<file path="config.mk">
export PLATFORM = sky130hd
export DESIGN_NAME = rename_stage
export DESIGN_NICKNAME = d
export VERILOG_FILES = /design/src/rtl/types_pkg.sv /design/src/rtl/free_list.sv /design/src/rtl/rename_stage.sv
export SDC_FILE = /design/constraint.sdc
export NUM_CORES = 2
export LEC_CHECK = 0
export CORE_MARGIN = 2
export CORE_UTILIZATION = 50
export DETAILED_ROUTE_END_ITERATION = 12
export PLACE_DENSITY = 0.65
export SLEW_MARGIN = 20
export SYNTH_ARGS = -nofsm -noshare
export SYNTH_HDL_FRONTEND = slang
export SYNTH_HIERARCHICAL = 1
export SYNTH_SLANG_ARGS = --single-unit
</file>
<file path="constraint.sdc">
create_clock -name clk -period 5.41 [get_ports clk]
set_input_delay 0.541 -clock clk [delete_from_list [all_inputs] [get_ports clk]]
set_output_delay 0.541 -clock clk [all_outputs]
set_load 0.02 [all_outputs]
</file>
<file path="src/rtl/types_pkg.sv">
// Shared types and sizing for the rename stage: decode/rename packets and
// physical/architectural register widths.
package types_pkg;

  localparam int PREG_W        = 7;
  localparam int NUM_PREG      = 128;
  localparam int NUM_AREG      = 32;
  localparam int ROB_TAG_W     = 4;
  localparam int AREG_W        = 5;
  localparam int CNT_W         = PREG_W + 1;
  localparam int NUM_INIT_FREE = NUM_PREG - NUM_AREG;

  typedef logic [PREG_W-1:0]    preg_t;
  typedef logic [AREG_W-1:0]    areg_t;
  typedef logic [ROB_TAG_W-1:0] rob_tag_t;
  typedef logic [CNT_W-1:0]     cnt_t;

  typedef struct packed {
    logic [31:0] pc;
    logic [6:0]  opcode;
    logic [2:0]  func3;
    logic [6:0]  func7;
    logic [31:0] imm;
    areg_t       rs1;
    areg_t       rs2;
    areg_t       rd;
    logic        fu_alu;
    logic        fu_mem;
    logic        fu_br;
    logic        has_rd;
  } decode_data;

  typedef struct packed {
    preg_t       pd_new;
    preg_t       pd_old;
    preg_t       ps1;
    preg_t       ps2;
    rob_tag_t    rob_tag;
    logic [31:0] pc;
    logic [6:0]  opcode;
    logic [2:0]  func3;
    logic [6:0]  func7;
    logic [31:0] imm;
    logic        fu_alu;
    logic        fu_mem;
    logic        fu_br;
  } rename_data;

  // Writes to x0 are architecturally discarded, so they never consume a register.
  function automatic logic needs_alloc(input decode_data d);
    return d.has_rd && (d.rd != '0);
  endfunction

endpackage

</file>
<file path="src/rtl/free_list.sv">
// Circular FIFO of free physical registers; head can be rewound to a
// checkpointed position to reclaim registers allocated on a wrong path.
module free_list
  import types_pkg::*;
(
  input  logic  clk,
  input  logic  reset,
  input  logic  pop,
  input  logic  push,
  input  preg_t push_reg,
  input  logic  restore,
  input  preg_t restore_head,
  output preg_t head_reg,
  output preg_t head,
  output cnt_t  count,
  output logic  empty
);

  preg_t slots [NUM_PREG];
  preg_t tail;
  preg_t reclaimed;

  assign head_reg  = slots[head];
  assign empty     = (count == '0);
  assign reclaimed = head - restore_head;

  // Rewinding head returns every entry popped since the checkpoint; a retire
  // push in the same cycle still lands at the tail.
  always_ff @(posedge clk) begin
    if (reset) begin
      for (int i = 0; i < NUM_PREG; i++) begin
        slots[i] <= (i < NUM_INIT_FREE) ? preg_t'(i + NUM_AREG) : '0;
      end
      head  <= '0;
      tail  <= preg_t'(NUM_INIT_FREE);
      count <= cnt_t'(NUM_INIT_FREE);
    end else begin
      if (push) begin
        slots[tail] <= push_reg;
        tail        <= tail + preg_t'(1);
      end
      if (restore) begin
        head  <= restore_head;
        count <= count + cnt_t'(reclaimed) + cnt_t'(push);
      end else begin
        head  <= head + preg_t'(pop);
        count <= count + cnt_t'(push) - cnt_t'(pop);
      end
    end
  end

endmodule

</file>
<file path="src/rtl/rename_stage.sv">
// Register rename stage: map table lookup/update, free-list allocation,
// single branch checkpoint and a one-entry output register toward dispatch.
module rename_stage
  import types_pkg::*;
(
  input  logic       clk,
  input  logic       reset,
  input  logic       valid_in,
  input  decode_data data_in,
  output logic       ready_in,
  output logic       valid_out,
  output rename_data data_out,
  input  logic       ready_out,
  input  logic       retire_valid,
  input  preg_t      retire_pd_old,
  input  logic       mispredict,
  input  logic       branch_resolved
);

  preg_t      map_table [NUM_AREG];
  preg_t      map_post  [NUM_AREG];
  preg_t      ckpt_map  [NUM_AREG];
  preg_t      ckpt_head;
  rob_tag_t   ckpt_rob_tag;
  logic       ckpt_valid;
  rob_tag_t   rob_tag_cnt;

  logic       alloc_needed;
  logic       accept;
  logic       do_pop;
  logic       do_push;
  logic       do_restore;
  preg_t      fl_head_reg;
  preg_t      fl_head;
  cnt_t       fl_count;
  logic       fl_empty_unused;
  preg_t      ps1;
  preg_t      ps2;
  preg_t      pd_old;
  preg_t      pd_new;
  rename_data packet;

  assign alloc_needed = needs_alloc(data_in);
  assign ready_in     = (!valid_out || ready_out) && !mispredict
                        && (fl_count != '0 || !alloc_needed)
                        && !(data_in.fu_br && ckpt_valid);
  assign accept       = valid_in && ready_in;
  assign do_pop       = accept && alloc_needed;
  assign do_push      = retire_valid && (retire_pd_old != '0);
  assign do_restore   = mispredict && ckpt_valid;

  assign ps1    = (data_in.rs1 == '0) ? '0 : map_table[data_in.rs1];
  assign ps2    = (data_in.rs2 == '0) ? '0 : map_table[data_in.rs2];
  assign pd_old = alloc_needed ? map_table[data_in.rd] : '0;
  assign pd_new = alloc_needed ? fl_head_reg : '0;

  free_list u_free_list (
    .clk          (clk),
    .reset        (reset),
    .pop          (do_pop),
    .push         (do_push),
    .push_reg     (retire_pd_old),
    .restore      (do_restore),
    .restore_head (ckpt_head),
    .head_reg     (fl_head_reg),
    .head         (fl_head),
    .count        (fl_count),
    .empty        (fl_empty_unused)
  );

  // The map as it will look after this cycle's rename; a branch snapshots this
  // so its own destination survives a later rollback.
  always_comb begin
    map_post = map_table;
    if (do_pop) begin
      map_post[data_in.rd] = pd_new;
    end
  end

  always_comb begin
    packet         = '0;
    packet.pd_new  = pd_new;
    packet.pd_old  = pd_old;
    packet.ps1     = ps1;
    packet.ps2     = ps2;
    packet.rob_tag = rob_tag_cnt;
    packet.pc      = data_in.pc;
    packet.opcode  = data_in.opcode;
    packet.func3   = data_in.func3;
    packet.func7   = data_in.func7;
    packet.imm     = data_in.imm;
    packet.fu_alu  = data_in.fu_alu;
    packet.fu_mem  = data_in.fu_mem;
    packet.fu_br   = data_in.fu_br;
  end

  always_ff @(posedge clk) begin
    if (reset) begin
      for (int i = 0; i < NUM_AREG; i++) begin
        map_table[i] <= preg_t'(i);
      end
    end else if (do_restore) begin
      map_table <= ckpt_map;
    end else begin
      map_table <= map_post;
    end
  end

  always_ff @(posedge clk) begin
    if (accept && data_in.fu_br) begin
      ckpt_map <= map_post;
    end
  end

  // Mispredict outranks resolve; a new branch can only arrive with no
  // checkpoint outstanding, so setting and clearing never collide.
  always_ff @(posedge clk) begin
    if (reset) begin
      ckpt_valid   <= 1'b0;
      ckpt_head    <= '0;
      ckpt_rob_tag <= '0;
    end else if (mispredict) begin
      ckpt_valid <= 1'b0;
    end else if (accept && data_in.fu_br) begin
      ckpt_valid   <= 1'b1;
      ckpt_head    <= fl_head + preg_t'(do_pop);
      ckpt_rob_tag <= rob_tag_cnt + rob_tag_t'(1);
    end else if (branch_resolved) begin
      ckpt_valid <= 1'b0;
    end
  end

  always_ff @(posedge clk) begin
    if (reset) begin
      rob_tag_cnt <= '0;
    end else if (do_restore) begin
      rob_tag_cnt <= ckpt_rob_tag;
    end else if (accept) begin
      rob_tag_cnt <= rob_tag_cnt + rob_tag_t'(1);
    end
  end

  always_ff @(posedge clk) begin
    if (reset) begin
      valid_out <= 1'b0;
      data_out  <= '0;
    end else if (mispredict) begin
      valid_out <= 1'b0;
    end else if (accept) begin
      valid_out <= 1'b1;
      data_out  <= packet;
    end else if (ready_out) begin
      valid_out <= 1'b0;
    end
  end

endmodule

</file>
# --- After elaboration in Yosys (flattened, before gate mapping) ---
# Memory sizes are Yosys's and may differ from the RTL's. A register that Yosys moved wholly into a read port is not among the register bits.
# Cells that the tools add are included.
word_totals:
  regBits: 603
  ram_bits: 896
  elab_cells: 166
  n_memories: 1
  output_inout_bits: 118
op_classes:
  n_lt_le_gt_ge: 4
  bitwise: 4
  addsub: 8
  n_mux: 35
  reduce_logical: 29
mem_list:
  columns: ["memory", "depth", "width", "rd", "rd_clocked_by_memory_dff", "wr", "line_no", "source"]
  rows:
  - ["u_free_list.slots", 128, 7, 1, 1, 128, "free_list.sv:19", "preg_t slots [NUM_PREG];"]
ops:
  columns: ["op", "count"]
  rows:
  - ["$mux 224", 2]
  - ["$bwmux 224", 1]
  - ["$bmux 7 s5", 3]
  - ["$mux 7", 15]
  - ["$demux 7 s5", 1]
  - ["$ge 6x6->1 const B", 3]
  - ["$not 5->6", 3]
  - ["$add 8x1->8", 2]
  - ["$logic_and 1x1->1", 11]
  - ["$logic_not 5->1", 2]
  - ["$mux 1", 10]
  - ["$add 8x7->8", 1]
  - ["$mux 4", 2]
  - ["$mux 8", 1]
  - ["$reduce_bool 8->1", 1]
  - ["$sub 8x1->8", 1]
  - ["$add 7x1->7", 1]
  - ["$add 7x1->7 const B", 1]
  - ["$reduce_bool 7->1", 1]
  - ["$reduce_or 7->1", 1]
  - ["$sub 7x7->7", 1]
  - ["$lt 6x1->1 const B", 1]
  - ["$reduce_bool 2->1", 3]
  - ["$reduce_bool 5->1", 1]
  - ["other kinds (6)", 11]

# --- Longest topological paths before layout ---
depth:
  word_depth: 11
  depth_mapped: 19
  mapped_depth_nobuf: 15

# --- Modules after synthesis ---
# The synthesis kept the hierarchy.
by_module_without_submodules:
  columns: ["module", "cells_per_inst", "seq_area_each_um2", "area_each_um2", "instances"]
  rows:
  - ["free_list", 3206, 27346.2, 42331.8, 1]
  - ["rename_stage", 2591, 13873.3, 28825.1, 1]

# --- Worst setup path after synthesis ---
# No wires, ideal clock.
synth_path:
  kind: "input to register"
  start: "in data_in[4] (netlist bit)"
  end: "reg ckpt_map[0] (netlist bit) (enable)"
  t_required_ns: 4.921
  setup_slack_ns: 0.474
  stages: 7
  path_buffers: 3
  t_arrival_ns: 4.448
  cell_sequence: "buf_2 > or2_1 > buf_2 > o2111ai_4 > nand3_1 > inv_2 > buf_2"
synth_between:
  elab_chain_len: 8
synth_rtl:
  columns: ["item", "line_no", "source"]
  rows:
  - ["start: declaration", "rename_stage.sv:9", "input decode_data data_in,"]
  - ["$reduce_bool 5->1", "types_pkg.sv:51", "return d.has_rd && (d.rd != '0);"]
  - ["$logic_and 1x1->1", "types_pkg.sv:51", null]
  - ["$logic_not 1->1", "rename_stage.sv:45", "&& (fl_count != '0 || !alloc_needed)"]
  - ["$logic_or 1x1->1", "rename_stage.sv:45", null]
  - ["$logic_and 1x1->1", "rename_stage.sv:45", null]
  - ["$logic_and 1x1->1", "rename_stage.sv:46", "&& !(data_in.fu_br && ckpt_valid);"]
  - ["$logic_and 1x1->1", "rename_stage.sv:47", "assign accept = valid_in && ready_in;"]
  - ["$logic_and 1x1->1", "rename_stage.sv:110", "if (accept && data_in.fu_br) begin"]
  - ["end signal: assignment", "rename_stage.sv:111", "ckpt_map <= map_post;"]
  - ["end: declaration", "rename_stage.sv:22", "preg_t ckpt_map [NUM_AREG];"]
# No other way between the ends.
# A chain may end at the register's enable or synchronous reset.

==> results <==
- After floorplanning, the core was divided into 138 placement rows.
- The fraction of final layout cells with drive strength greater than 1 is 19.0%.
- The maximum buffer depth of the clock tree is 3.
- Derived from the worst setup path, the maximum achievable clock frequency is 0.226 GHz.
- The count of pins on the block boundary is 232.
- For this run, the number of Yosys warnings is 6.
- The die covers 145000 sq um.
- The count of cells resized by post-cts repair is 0.
- Compared with the post-synthesis result, the final layout area differs by 13.4%.
- The hold violation total from the final report is 0.
- Entering global routing, the biggest net connects 133 pins.
- The remaining global-route overflow is 0.
- Across the whole layout, storage elements account for 41200 sq um.
- For the finished layout, the period the worst path requires is 4.43 ns.
- Clock-pin slew was measured on the worst setup and hold paths at 0.06 ns.
- The multi-input combinational cells in the finished layout cover a total of 27400 sq um.
- STA classifies the critical path startpoint as a flip-flop.
- At the pin with the least slew margin, the transition time is 1.12 ns.
- The number of antenna violations at the first check in global routing is 3.
- The largest registers in the layout are u_free_list/slots x896, ckpt_map x224, map_table x224.
- The layout filler cell count is 11500.
- The gate count of the mapped netlist is 5795.
- The area of the core region is 141000 sq um.
- STA classifies the critical path endpoint as a flip-flop.
- Summing over every cut layer, the via total after detailed routing is 50700.
- The first-pass GRT wire length is 325000 um.
- The total iterations of the first detailed-routing run is 6.
- Setup repair after global routing left no endpoint under its margin.
- The count of hold-fix buffers inserted at cts is 0.
- The register with the most flip-flops in the layout has 896 of them.
- u_free_list/slots holds more flip-flops than any other register.
- The clock latency at the later pin of the worst-skew pair is 0.79 ns.
- The maximum fanout along the worst path is 22.
- The power per cell area is 320 nW/um^2.
- The mapped netlist covers 71100 sq um.
- The maximum cell stage delay along the critical path is 0.86 ns.
- The max-slew violation count came to 0.
- The clock net in this run drives a total of 1499 sinks.
- In this run the tool buffered the top-level ports with 231 buffer cells.
- The critical path class is flip-flop to flip-flop.
- The final setup TNS is 0 ns.
- The net count of the finished layout is 5975.
- After clock tree synthesis, the setup repair step added 0 buffers.
- Traced cell by cell, the critical path runs through buf_4, nor2_1, buf_4, a2111oi_0, nor3_1, a21oi_1, o32a_2, nor2_1, a2111oi_2.
- The via count of the first global-routing pass is 49400.
- The post-detailed-route DRC marker count is 0.
- The width of the die is 381 um.
- The floorplan step set the die height to 381 um.
- The tool flagged a number of max-cap violations equal to 0.
- The TritonCTS clock tree is built.
- The worst-case clock skew is 0.0299 ns.
- STA puts the critical path data required time at 6.08 ns.
- The worst hold path belongs to the class primary input to flip-flop.
- Using the TritonRoute via totals, the vias-per-cell ratio works out to 6.46.
- The worst path uses 81.8% of the clock period.
- The DRC marker count from the first detailed-route iteration is 5978.
- The worst pin sits at a relative slew slack of 24.7%.
- The initial standard-cell utilization of the core is 50.3%.
- In this run the static leakage power is 24.8 nW.
- The clock root buffer master is clkbuf_16.
- Setup violations remaining at the end of the flow were counted as 0.
- The H-tree was split into 4 levels.
- VDD sags by at most 0.000280 V.
- The HPWL reported at the end of detailed placement is 138000 um.
- Clock tree synthesis inserted a total of 159 buffers.
- Dividing the detail-routed wire length by the instance count gives 27.7 um.
- The average instance in the mapped netlist occupies 12.3 sq um.
- The run finished with clean final reports.
- The number of nets in the synthesized netlist is 5943.
- The utilization after layout is 57.0%.
- In the global route stage, overall resource usage came out at 29.5%.
- The slowest cell on the critical path is a2111oi_0.
- The count of nets left with antenna violations once routing finished came out at 0.
- The congestion estimate from routability-driven global placement came to 0.928.
- The final wirelength is 217000 um.
- The worst path arrival time is 5.10 ns.
## cell usage in the layout (no fill, tap or decap), drive strengths merged, types with 131 or more instances in the layout
| cell type | count |
|---|---|
| edfxtp | 1120 |
| nand2 | 705 |
| nor3 | 580 |
| nor2 | 470 |
| dfxtp | 379 |
| mux4 | 320 |
| buf | 253 |
| mux2 | 232 |
| clkdlybuf4s50 | 222 |
| clkbuf | 212 |
| a21oi | 173 |
| mux2i | 146 |
| a211oi | 131 |
## critical path, delay by kind of cell (launching register included)
kind,cells,cell delay [ns]
buf+inv,2,0.65
flops,1,0.75
simple gates,3,0.65
compound gates,4,2.23
## power by group
group          total (mW)  switching [mW]  internal, mW
sequential           12.7           0.157          12.6
combinational        2.31            1.48         0.828
clock                10.8            4.62          6.16
## final timing paths
path                                 endpoint  depth (start not counted)                 from  slack (ns)
worst max-delay path            map_table[12]                          9  u_free_list/head[0]        0.98
worst min-delay path             data_out[73]                          2                reset        0.17
worst max register to register  map_table[12]                          9  u_free_list/head[0]        0.98
worst min register to register  data_out[107]                          2        data_out[107]        0.45
## stage by stage
stage / instance area (sq um) / instances / setup WS (ns) / hold slack, ns / power [mW]
2_1_floorplan: 71100 / 5795 / 0.474 / 0.432 / 14.4
3_3_place_gp: 75500 / 7553 / 0.777 / 0.440 / 15.2
3_5_place_dp: 75600 / 7555 / 0.980 / 0.446 / 15.3
4_1_cts: 80600 / 7850 / 1.11 / 0.173 / 25.9
5_1_grt: 80700 / 7851 / 0.844 / 0.192 / 26.6
6_report: 80700 / 7852 / 0.983 / 0.169 / 25.8
## per-layer routing
metal / wire, um / global-route usage (%) / vias up / share of wire, %
met4: 11200 / 14.0 / 6 / 5.2
li1: - / - / 21900 / -
met3: 19300 / 5.23 / 566 / 8.9
met2: 103000 / 47.0 / 2729 / 47
met1: 83900 / 39.5 / 25500 / 39
met5: 34 / 0 / - / 0.016
## cell type report
cell class | count | share of cell area [%]
diodes | 1 | 0.00310
clock buffers | 212 | 5.36
clock inverters | 83 | 0.948
inverters | 41 | 0.234
multi-input cells | 3651 | 34.0
flip-flops and latches | 1499 | 51.1
well taps | 1890 | 2.93
repair buffers | 475 | 5.46
(Power assumes the default switching activity.)
